$ cat src/rtl/mem_port_arbiter_pkg.sv
// Shared types and constants for the processor-to-memory port arbiter.
package mem_arb_pkg;

    localparam int XLEN      = 32;
    // Widest tag the pending-record struct can hold; narrower tags are zero-extended.
    localparam int TAG_W_MAX = 8;

    typedef enum logic [1:0] {
        BUS_NONE  = 2'd0,
        BUS_LOAD  = 2'd1,
        BUS_STORE = 2'd2
    } BUS_COMMAND;

    typedef enum logic [1:0] {
        BYTE   = 2'd0,
        HALF   = 2'd1,
        WORD   = 2'd2,
        DOUBLE = 2'd3
    } MEM_SIZE;

    // func3[1:0] encodes access size, func3[2] set means zero-extend.
    localparam logic [1:0] F3_SIZE_BYTE    = 2'b00;
    localparam logic [1:0] F3_SIZE_HALF    = 2'b01;
    localparam logic [1:0] F3_SIZE_WORD    = 2'b10;
    localparam int         F3_UNSIGNED_BIT = 2;

    typedef struct packed {
        logic                 valid;
        logic [TAG_W_MAX-1:0] tag;
        logic [2:0]           addr_lo;
        logic [2:0]           func3;
    } ARB_PEND;

    function automatic MEM_SIZE f3_to_size(input logic [2:0] f3);
        return MEM_SIZE'(f3[1:0]);
    endfunction

endpackage

$ cat src/rtl/mem_port_arbiter_load_align.sv
// Selects the addressed word/half/byte from a 64-bit block and extends it to XLEN.
module load_align
    import mem_arb_pkg::*;
(
    input  logic [63:0]     block_i,
    input  logic [2:0]      addr_lo_i,
    input  logic [2:0]      func3_i,
    output logic [XLEN-1:0] data_o
);

    logic [31:0] word;
    logic [15:0] half;
    logic [7:0]  byte_v;
    logic        sign_ext;

    // Word by addr[2], then half/byte by addr[1:0], then extension by func3.
    always_comb begin
        word     = addr_lo_i[2] ? block_i[63:32] : block_i[31:0];
        half     = addr_lo_i[1] ? word[31:16] : word[15:0];
        case (addr_lo_i[1:0])
            2'd0:    byte_v = word[7:0];
            2'd1:    byte_v = word[15:8];
            2'd2:    byte_v = word[23:16];
            default: byte_v = word[31:24];
        endcase
        sign_ext = ~func3_i[F3_UNSIGNED_BIT];
        case (func3_i[1:0])
            F3_SIZE_BYTE: data_o = {{(XLEN-8){sign_ext & byte_v[7]}}, byte_v};
            F3_SIZE_HALF: data_o = {{(XLEN-16){sign_ext & half[15]}}, half};
            F3_SIZE_WORD: data_o = word;
            default:      data_o = word;
        endcase
    end

endmodule

$ cat src/rtl/mem_port_arbiter.sv
// Arbitrates fetch and load/store requests onto the single memory bus, tracks one
// outstanding tagged load per side and returns aligned load data.
module mem_port_arbiter
    import mem_arb_pkg::*;
#(
    parameter int STARVE_MAX = 4,
    parameter int TAG_W      = 4
) (
    input  logic             clk,
    input  logic             rst_n,
    input  logic             if_req,
    input  logic [XLEN-1:0]  if_addr,
    output logic             if_grant,
    output logic             if_valid,
    output logic [63:0]      if_data,
    input  logic             d_read,
    input  logic             d_write,
    input  logic [XLEN-1:0]  d_addr,
    input  logic [2:0]       d_func3,
    input  logic [XLEN-1:0]  d_store_data,
    output logic             d_grant,
    output logic             d_hit,
    output logic [XLEN-1:0]  d_load_data,
    output logic [1:0]       proc2mem_command,
    output logic [XLEN-1:0]  proc2mem_addr,
    output logic [63:0]      proc2mem_data,
    output logic [1:0]       proc2mem_size,
    input  logic [TAG_W-1:0] mem2proc_response,
    input  logic [63:0]      mem2proc_data,
    input  logic [TAG_W-1:0] mem2proc_tag
);

    localparam int SW = $clog2(STARVE_MAX + 1);

    logic             i_pend_q, i_pend_d;
    logic [TAG_W-1:0] i_tag_q, i_tag_d;
    ARB_PEND          d_pend_q, d_pend_d;
    logic [SW-1:0]    starve_q, starve_d;
    logic             if_valid_q, if_valid_d;
    logic [63:0]      if_data_q, if_data_d;
    logic             d_hit_q, d_hit_d;
    logic [XLEN-1:0]  d_load_data_q, d_load_data_d;

    logic             fetch_elig, ls_elig, sel_fetch, sel_ls, accept;
    logic             i_ret, d_ret;
    BUS_COMMAND       bus_cmd;
    MEM_SIZE          bus_size;
    logic [XLEN-1:0]  bus_addr;
    logic [63:0]      bus_data;
    logic [XLEN-1:0]  aligned;

    load_align u_align (
        .block_i   (mem2proc_data),
        .addr_lo_i (d_pend_q.addr_lo),
        .func3_i   (d_pend_q.func3),
        .data_o    (aligned)
    );

    // Eligibility and selection; rst_n gating keeps grants and the bus quiet while in reset.
    always_comb begin
        fetch_elig = rst_n & if_req & ~i_pend_q;
        ls_elig    = rst_n & (d_read | d_write) & ~d_pend_q.valid;
        sel_fetch  = fetch_elig & (~ls_elig | (starve_q == SW'(STARVE_MAX)));
        sel_ls     = ls_elig & ~sel_fetch;
        accept     = (mem2proc_response != '0);
        if_grant   = sel_fetch & accept;
        d_grant    = sel_ls & accept;
        i_ret      = i_pend_q & (mem2proc_tag != '0) & (mem2proc_tag == i_tag_q);
        d_ret      = d_pend_q.valid & (mem2proc_tag != '0) &
                     (d_pend_q.tag == TAG_W_MAX'(mem2proc_tag));
    end

    // Bus drive from the selected request only.
    always_comb begin
        bus_cmd  = BUS_NONE;
        bus_size = BYTE;
        bus_addr = '0;
        bus_data = '0;
        if (sel_fetch) begin
            bus_cmd  = BUS_LOAD;
            bus_size = DOUBLE;
            bus_addr = if_addr;
        end else if (sel_ls) begin
            bus_cmd  = d_write ? BUS_STORE : BUS_LOAD;
            bus_size = f3_to_size(d_func3);
            bus_addr = d_addr;
            if (d_write) bus_data = {{(64-XLEN){1'b0}}, d_store_data};
        end
    end

    assign proc2mem_command = bus_cmd;
    assign proc2mem_size    = bus_size;
    assign proc2mem_addr    = bus_addr;
    assign proc2mem_data    = bus_data;

    // Next-state for pend records, starvation counter and response registers.
    always_comb begin
        i_pend_d      = i_pend_q;
        i_tag_d       = i_tag_q;
        d_pend_d      = d_pend_q;
        starve_d      = starve_q;
        if (if_grant) begin
            i_pend_d = 1'b1;
            i_tag_d  = mem2proc_response;
        end else if (i_ret) begin
            i_pend_d = 1'b0;
        end
        if (d_grant && d_read) begin
            d_pend_d.valid   = 1'b1;
            d_pend_d.tag     = TAG_W_MAX'(mem2proc_response);
            d_pend_d.addr_lo = d_addr[2:0];
            d_pend_d.func3   = d_func3;
        end else if (d_ret) begin
            d_pend_d.valid = 1'b0;
        end
        if (!fetch_elig || if_grant) starve_d = '0;
        else if (starve_q != SW'(STARVE_MAX)) starve_d = starve_q + 1'b1;
        if_valid_d    = i_ret;
        if_data_d     = i_ret ? mem2proc_data : '0;
        d_hit_d       = d_ret | (d_grant & d_write);
        d_load_data_d = d_ret ? aligned : '0;
    end

    // State and registered outputs.
    always_ff @(posedge clk or negedge rst_n) begin
        if (!rst_n) begin
            i_pend_q      <= 1'b0;
            i_tag_q       <= '0;
            d_pend_q      <= '0;
            starve_q      <= '0;
            if_valid_q    <= 1'b0;
            if_data_q     <= '0;
            d_hit_q       <= 1'b0;
            d_load_data_q <= '0;
        end else begin
            i_pend_q      <= i_pend_d;
            i_tag_q       <= i_tag_d;
            d_pend_q      <= d_pend_d;
            starve_q      <= starve_d;
            if_valid_q    <= if_valid_d;
            if_data_q     <= if_data_d;
            d_hit_q       <= d_hit_d;
            d_load_data_q <= d_load_data_d;
        end
    end

    assign if_valid    = if_valid_q;
    assign if_data     = if_data_q;
    assign d_hit       = d_hit_q;
    assign d_load_data = d_load_data_q;

endmodule
$ cat config.mk
export PLATFORM = sky130hd
export DESIGN_NAME = mem_port_arbiter
export DESIGN_NICKNAME = d
export VERILOG_FILES = /design/src/rtl/mem_port_arbiter_pkg.sv /design/src/rtl/mem_port_arbiter_load_align.sv /design/src/rtl/mem_port_arbiter.sv
export SDC_FILE = /design/constraint.sdc
export NUM_CORES = 1
export LEC_CHECK = 0
export BUFFER_PORTS_ARGS = -buffer_cell sky130_fd_sc_hd__buf_2
export CAP_MARGIN = 20
export CORE_ASPECT_RATIO = 1.4
export CORE_MARGIN = 2
export CORE_UTILIZATION = 25
export DETAILED_ROUTE_END_ITERATION = 12
export SLEW_MARGIN = 10
export SYNTH_ARGS = -nofsm -noshare
export SYNTH_HDL_FRONTEND = slang
export SYNTH_SLANG_ARGS = --single-unit
export TNS_END_PERCENT = 20
$ cat constraint.sdc
create_clock -name clk -period 2.3 [get_ports clk]
set_input_delay 0 -clock clk [delete_from_list [all_inputs] [get_ports clk]]
set_output_delay 0 -clock clk [all_outputs]
set_load 0.02 [all_outputs]
# ---- After elaboration in Yosys (flattened, before gate mapping)
# Index checks and enable logic that the tools add are counted.
dict set report totals {
  output_inout_bits 200
  in_bits 176
  register_bits 117
  elab_cells 74
}
dict set report classes {
  bitwise_logic 23
  eq_ne 7
  n_reduce_logical 10
  mux 22
  n_addsub 1
}
# operator n
set op_table {}
lappend op_table {{two-way mux 32 bit} 7}
lappend op_table {{two-way mux 64 bit} 1}
lappend op_table {{one-hot mux 32 bit (2 select lines)} 1}
lappend op_table {{one-hot mux 8 bit (3 select lines)} 1}
lappend op_table {{two-way mux 16 bit} 1}
lappend op_table {{AND 1 bit} 15}
lappend op_table {{two-way mux 2 bit} 5}
lappend op_table {{== test 4 bit} 2}
lappend op_table {{nonzero test 4 bit} 2}
lappend op_table {{two-way mux 3 bit} 2}
lappend op_table {{nonzero test 2 bit} 3}
lappend op_table {{NOT 1 bit} 5}
lappend op_table {{== test 2 x 1 -> 1 bit, second input constant} 2}
lappend op_table {{zero test 2 bit} 2}
lappend op_table {{two-way mux 1 bit} 4}
lappend op_table {{adder 3 x 1 -> 3 bit, second input constant} 1}
lappend op_table {{== test 3 bit, second input constant} 1}
lappend op_table {{inequality test 3 bit, second input constant} 1}
lappend op_table {{bitwise OR 1 bit} 3}
lappend op_table {{== test 2 bit, second input constant} 1}
lappend op_table {{logical AND 1 bit} 1}
lappend op_table {{zero test 1 bit} 1}
lappend op_table {{logical OR 1 bit} 1}

# ---- Longest topological paths before layout
dict set report depth {
  depth_word 11
  ltp_mapped 8
  mapped_depth_nobuf 6
}

# ---- Modules after synthesis
# From an unflattened synthesis, not the netlist that was laid out.
dict set report hier_totals {
  cells_unflattened 588
  hier_area_um2 6088.3
}
# module cells_per_inst seq_area_each_um2 area_each_um2 instances
set by_module_without_submodules {}
lappend by_module_without_submodules {mem_port_arbiter 404 2927.8 4948.5 1}
lappend by_module_without_submodules {load_align 184 0.0 1139.8 1}

# ---- Least setup slack after synthesis
# Ideal clock, no wire load.
dict set report synth_timing {
  kind {flip-flop to flip-flop}
  startpoint {register starve_q[0]}
  endpoint {register d_pend_q[0] (netlist bit)}
  path_stages_with_launch 9
  path_buffers 2
  synth_period_minus_slack_ns 1.898
  setup_slack_ns 0.402
  required_ns 2.175
  setup_ns 0.125
  t_arrival_ns 1.774
  path_cell_list {dfrtp_1 inv_1 ha_1 and2_1 clkbuf_1 a211oi_2 nand3_1 buf_2 mux2_2}
}
dict set report synth_between {
  elab_chain_len 7
}
# item line_no
set synth_lines {}
lappend synth_lines {{from (decl)} mem_port_arbiter.sv:38} ;# logic [SW-1:0] starve_q, starve_d;
lappend synth_lines {{from (signal assigned)} mem_port_arbiter.sv:139} ;# starve_q <= starve_d;
lappend synth_lines {{== test 3 bit} mem_port_arbiter.sv:63} ;# sel_fetch = fetch_elig & (~ls_elig | (starve_q == SW'(STARVE_MAX)));
lappend synth_lines {{bitwise OR 1 bit} mem_port_arbiter.sv:63}
lappend synth_lines {{AND 1 bit} mem_port_arbiter.sv:63}
lappend synth_lines {{NOT 1 bit} mem_port_arbiter.sv:64} ;# sel_ls = ls_elig & ~sel_fetch;
lappend synth_lines {{AND 1 bit} mem_port_arbiter.sv:64}
lappend synth_lines {{AND 1 bit} mem_port_arbiter.sv:67} ;# d_grant = sel_ls & accept;
lappend synth_lines {{logical AND 1 bit} mem_port_arbiter.sv:108} ;# if (d_grant && d_read) begin
lappend synth_lines {{to (signal assigned)} mem_port_arbiter.sv:138} ;# d_pend_q <= d_pend_d;
lappend synth_lines {{to (decl)} mem_port_arbiter.sv:37} ;# ARB_PEND d_pend_q, d_pend_d;
# No other way between the ends.
# A chain may end at the register's enable or synchronous reset.

# ---- Worst setup path after layout
dict set report layout_timing {
  startpoint {register d_pend_q[5] (netlist bit)}
  endpoint {register d_load_data_q[31] (netlist: d_load_data[31])}
}
dict set report layout_between {
  elab_chain_len 5
  elab_cells_between_ends 7
  classes_between {mux: 5; bitwise: 2}
}
# item line_no
set layout_lines {}
lappend layout_lines {{two-way mux 32 bit *} mem_port_arbiter_load_align.sv:18} ;# word = addr_lo_i[2] ? block_i[63:32] : block_i[31:0];
lappend layout_lines {{one-hot mux 8 bit (3 select lines) or two-way mux 16 bit (tied branches)} {mem_port_arbiter_load_align.sv:20, mem_port_arbiter_load_align.sv:19}}
lappend layout_lines {{AND 1 bit (on tied branches)} {mem_port_arbiter_load_align.sv:28, mem_port_arbiter_load_align.sv:29}}
lappend layout_lines {{one-hot mux 32 bit (2 select lines) *} mem_port_arbiter_load_align.sv:27} ;# case (func3_i[1:0])
lappend layout_lines {{two-way mux 32 bit *} mem_port_arbiter.sv:121} ;# d_load_data_d = d_ret ? aligned : '0;
lappend layout_lines {{net d_load_data_d[31]} mem_port_arbiter.sv:42} ;# logic [XLEN-1:0] d_load_data_q, d_load_data_d;
lappend layout_lines {{to (signal assigned)} mem_port_arbiter.sv:143} ;# d_load_data_q <= d_load_data_d;
lappend layout_lines {{to (decl)} mem_port_arbiter.sv:42}
# Mark *: on every way through the listed nets, which the timed path passes. The rest lies on a longest branch.

==> impl_results.md <==
* Maximum clock insertion buffer count at 2
* Core area at 23200 um^2
* Status: completed
* Layout cells sized above 1 at 0.474
* Metal2 WL at 13.3 mm
* Worst hold path class: primary input to flip-flop
* Global-route wire length before repair at 33.6 mm
* Count leader, synth: dfrtp_1
* Pwr dens at 937 nW/um^2
* Die ar. at 24800 um^2
* Non-filler cells, final at 1245
* # rows at 66
* # placed instances at 1127
* Part of the cycle the worst path needs at 0.948
* Flops & latches, synth at 117
* Gp weighted congestion at 0.896
* CTS sink count at 117
* NetSw at 0.00330 W
* Post-synthesis cell type count at 49
* Detailed Route WL at 23.3 mm
* Initial DRC Count at 197
* DRT met1 WL at 7.74 mm
* Slowest CP cell: dfrtp_2
* Sw frac at 0.375
* Crit path required time at 2550 ps
* Fin Setup TNS at 0 ps
* DRC at 0
* Wire length on met3 at 1.42 mm
* Startpoint types: flip-flop
* Root Buffer: clkbuf_16
* DR vias/cell at 4.60
* Vias in the first global route at 5843
* Asr flop ratio synth at 1.00
* Vias at 5729
* Yosys top cell area share at 0.498
* Worst slew pin tran at 804 ps
* Leakage at 5.15 nW
* CTS tree: done
* Flop pwr share at 0.297
* Global route overflow at 0
* Yosys warning total at 0
* Largest area contributor in the netlist: dfrtp_1
* Total Routing Usage GR at 0.182
* Post-synth top flop: dfrtp_1
* Final hold viol count at 0
* Initial antenna violation count at 6
* Post-synth EDFFs at 0
* Combinational Power Share at 0.387
* Mean post-synth cell area at 11.7 um^2
* Crit. End Element: flip-flop
* Critical path class: flip-flop to flip-flop
* Area Overhead vs Synth at 60.2%
* Die Height at 185 um
* Largest net degree at the start of global routing at 64
* Min Tclk post-route at 2180 ps
* Int Power at 0.00552 W
* I/O Buffers at 343
* Clock share of power at 0.316
* CTS HTree Levels at 4
* Worst-case clock skew at 13.7 ps
* Post-Synthesis Cells at 502
* Clock Latency Late Sink at 420 ps
* Crit path cell chain: mux2_2 -> o21a_1 -> o211ai_4 -> buf_4 -> a221oi_1
* Dpl hpwl at 17.5 mm
* CP max FO at 15
* Die width at 134 um
* Top Metal Used: met4
* Nets@finish at 1100
* Post-synth top cells: 117 x dfrtp_1, 69 x and2_1, 36 x a22o_1
* Initial Util at 0.253
* IO Count at 376
* Pre-CTS setup slack at 120 ps
* Post-route setup slack at 121 ps
* Max IR drop VDD at 539 uV
* RSZ-0062 raised after global routing: false
* Remaining antenna violation count at 0
* Sequential-to-total area share from yosys stat at 0.498
* CP max stage delay at 560 ps
* Max-cap violations at 0
* Peak Freq at 0.459 GHz
* Cts bufs inserted at 17
* Crit path DAT at 2430 ps
* Worst relative slew slack at 0.462
* Final-report setup violation count at 0
* Area contributors post-synth: dfrtp_1 50%, and2_1 7.3%, a22o_1 5.4%
* Clk pin slew, worst setup/hold paths at 60 ps
* Synthesized area at 5880 um^2
* DR WL/cell at 18.7 um
* Final slew viol count at 0
* TritonRoute pass-1 iters at 5
## metrics by stage
step                      utilization  power, W  hold slack (ps)  instance area, um^2
after global routing            0.406   0.00927             66.8                 9420
after CTS                       0.402   0.00882             42.3                 9330
after global placement          0.340   0.00582             -151                 7890
after detailed placement        0.340   0.00587             -154                 7890
final                           0.406   0.00882             53.3                 9420
after floorplan                     -   0.00481             -296                 5990
## per-layer routing
metal,vias to the layer above,track usage
met5,-,0
met4,0,0.0877
met3,51,0.0369
met2,316,0.363
met1,2771,0.175
li1,2591,-
## worst paths after layout
kind                        startpoint  depth (start not counted)  slack, ps         endpoint
setup / recovery           d_pend_q[5]                          5        120  d_load_data[31]
hold / removal                 d_write                          3         50            d_hit
setup reg to reg           d_pend_q[5]                          5        120  d_load_data[31]
hold reg to reg            d_pend_q[2]                          1        520      d_pend_q[2]
max in group asynchronous        rst_n                          4        880      d_pend_q[1]
min in group asynchronous        rst_n                          3        320         i_pend_q
## worst max-delay path, delay by kind of cell, from the launching register on
family	cells	cell delay, ps
DFF	1	560
AOI/OAI and AO/OA	3	700
buffers and inverters	1	360
muxes	1	390
## cell usage in the layout, fill, tap and decap left out, types with 4 or more instances in the layout
| cell | synthesis | layout |
|---|---|---|
| nor2_1 | 17 | 17 |
| a21oi_1 | 10 | 9 |
| nor2b_1 | 7 | 7 |
| xnor2_1 | 5 | 5 |
| and2_1 | 69 | 68 |
| nand2_1 | 8 | 8 |
| dlygate4sd3_1 | 0 | 76 |
| mux2i_1 | 24 | 24 |
| buf_2 | 10 | 333 |
| a221oi_2 | 18 | 18 |
| conb_1 | 1 | 32 |
| nor3_1 | 5 | 5 |
| mux4_1 | 6 | 6 |
| mux2_2 | 11 | 11 |
| a211oi_1 | 8 | 8 |
| diode_2 | 0 | 4 |
| a2111oi_0 | 7 | 7 |
| inv_1 | 7 | 7 |
| clkinv_4 | 0 | 6 |
| dfrtp_1 | 117 | 115 |
| buf_4 | 33 | 25 |
| and3_1 | 33 | 33 |
| a221oi_1 | 5 | 5 |
| a22o_1 | 36 | 36 |
| clkbuf_16 | 0 | 19 |
## state kept, by name, summed over array words and instances (netlist names)
signal / cells
if_data: 64
d_load_data: 32
d_pend_q: 11
i_tag_q: 4
starve_q: 3
d_hit: 1
i_pend_q: 1
if_valid: 1
## cell type report
class | instances | area, um^2
tap | 306 | 383
timing repair buffer | 443 | 2780
fill | 2277 | 13800
sequential | 117 | 2930
clock inverter | 13 | 174
inverter | 7 | 26.3
clock buffer | 19 | 453
antenna | 4 | 10.0
multi-input combinational | 336 | 2660
## power by group through the flow
stage,clock network [W],logic [W],registers (W)
after floorplan,0,0.00207,0.00274
after CTS,0.00282,0.00338,0.00262
after global routing,0.00293,0.00368,0.00266
final,0.00278,0.00342,0.00262
after global placement,0,0.00318,0.00264
after detailed placement,0,0.00322,0.00266
## timing repair
action                     CTS  global route
buffers inserted             2             1
gates cloned                 1             2
resized for setup            3            10
pin swaps                    1             0
hold endpoints to repair   162             0
setup endpoints to repair   41            66
hold buffers                76             0
## logic make-up (layout without fill, tap and decap cells)
group	after synthesis	in the layout	synth area share
fa+ha+maj	2	2	0.00426
xor+xnor	7	7	0.0104
simple gates	150	150	0.148
buf+inv	80	482	0.0794
other cells	1	36	0.000638
compound gates	102	102	0.163
mux	43	43	0.0964
flops	117	117	0.498
No activity file was read; power rests on OpenSTA's default activity.
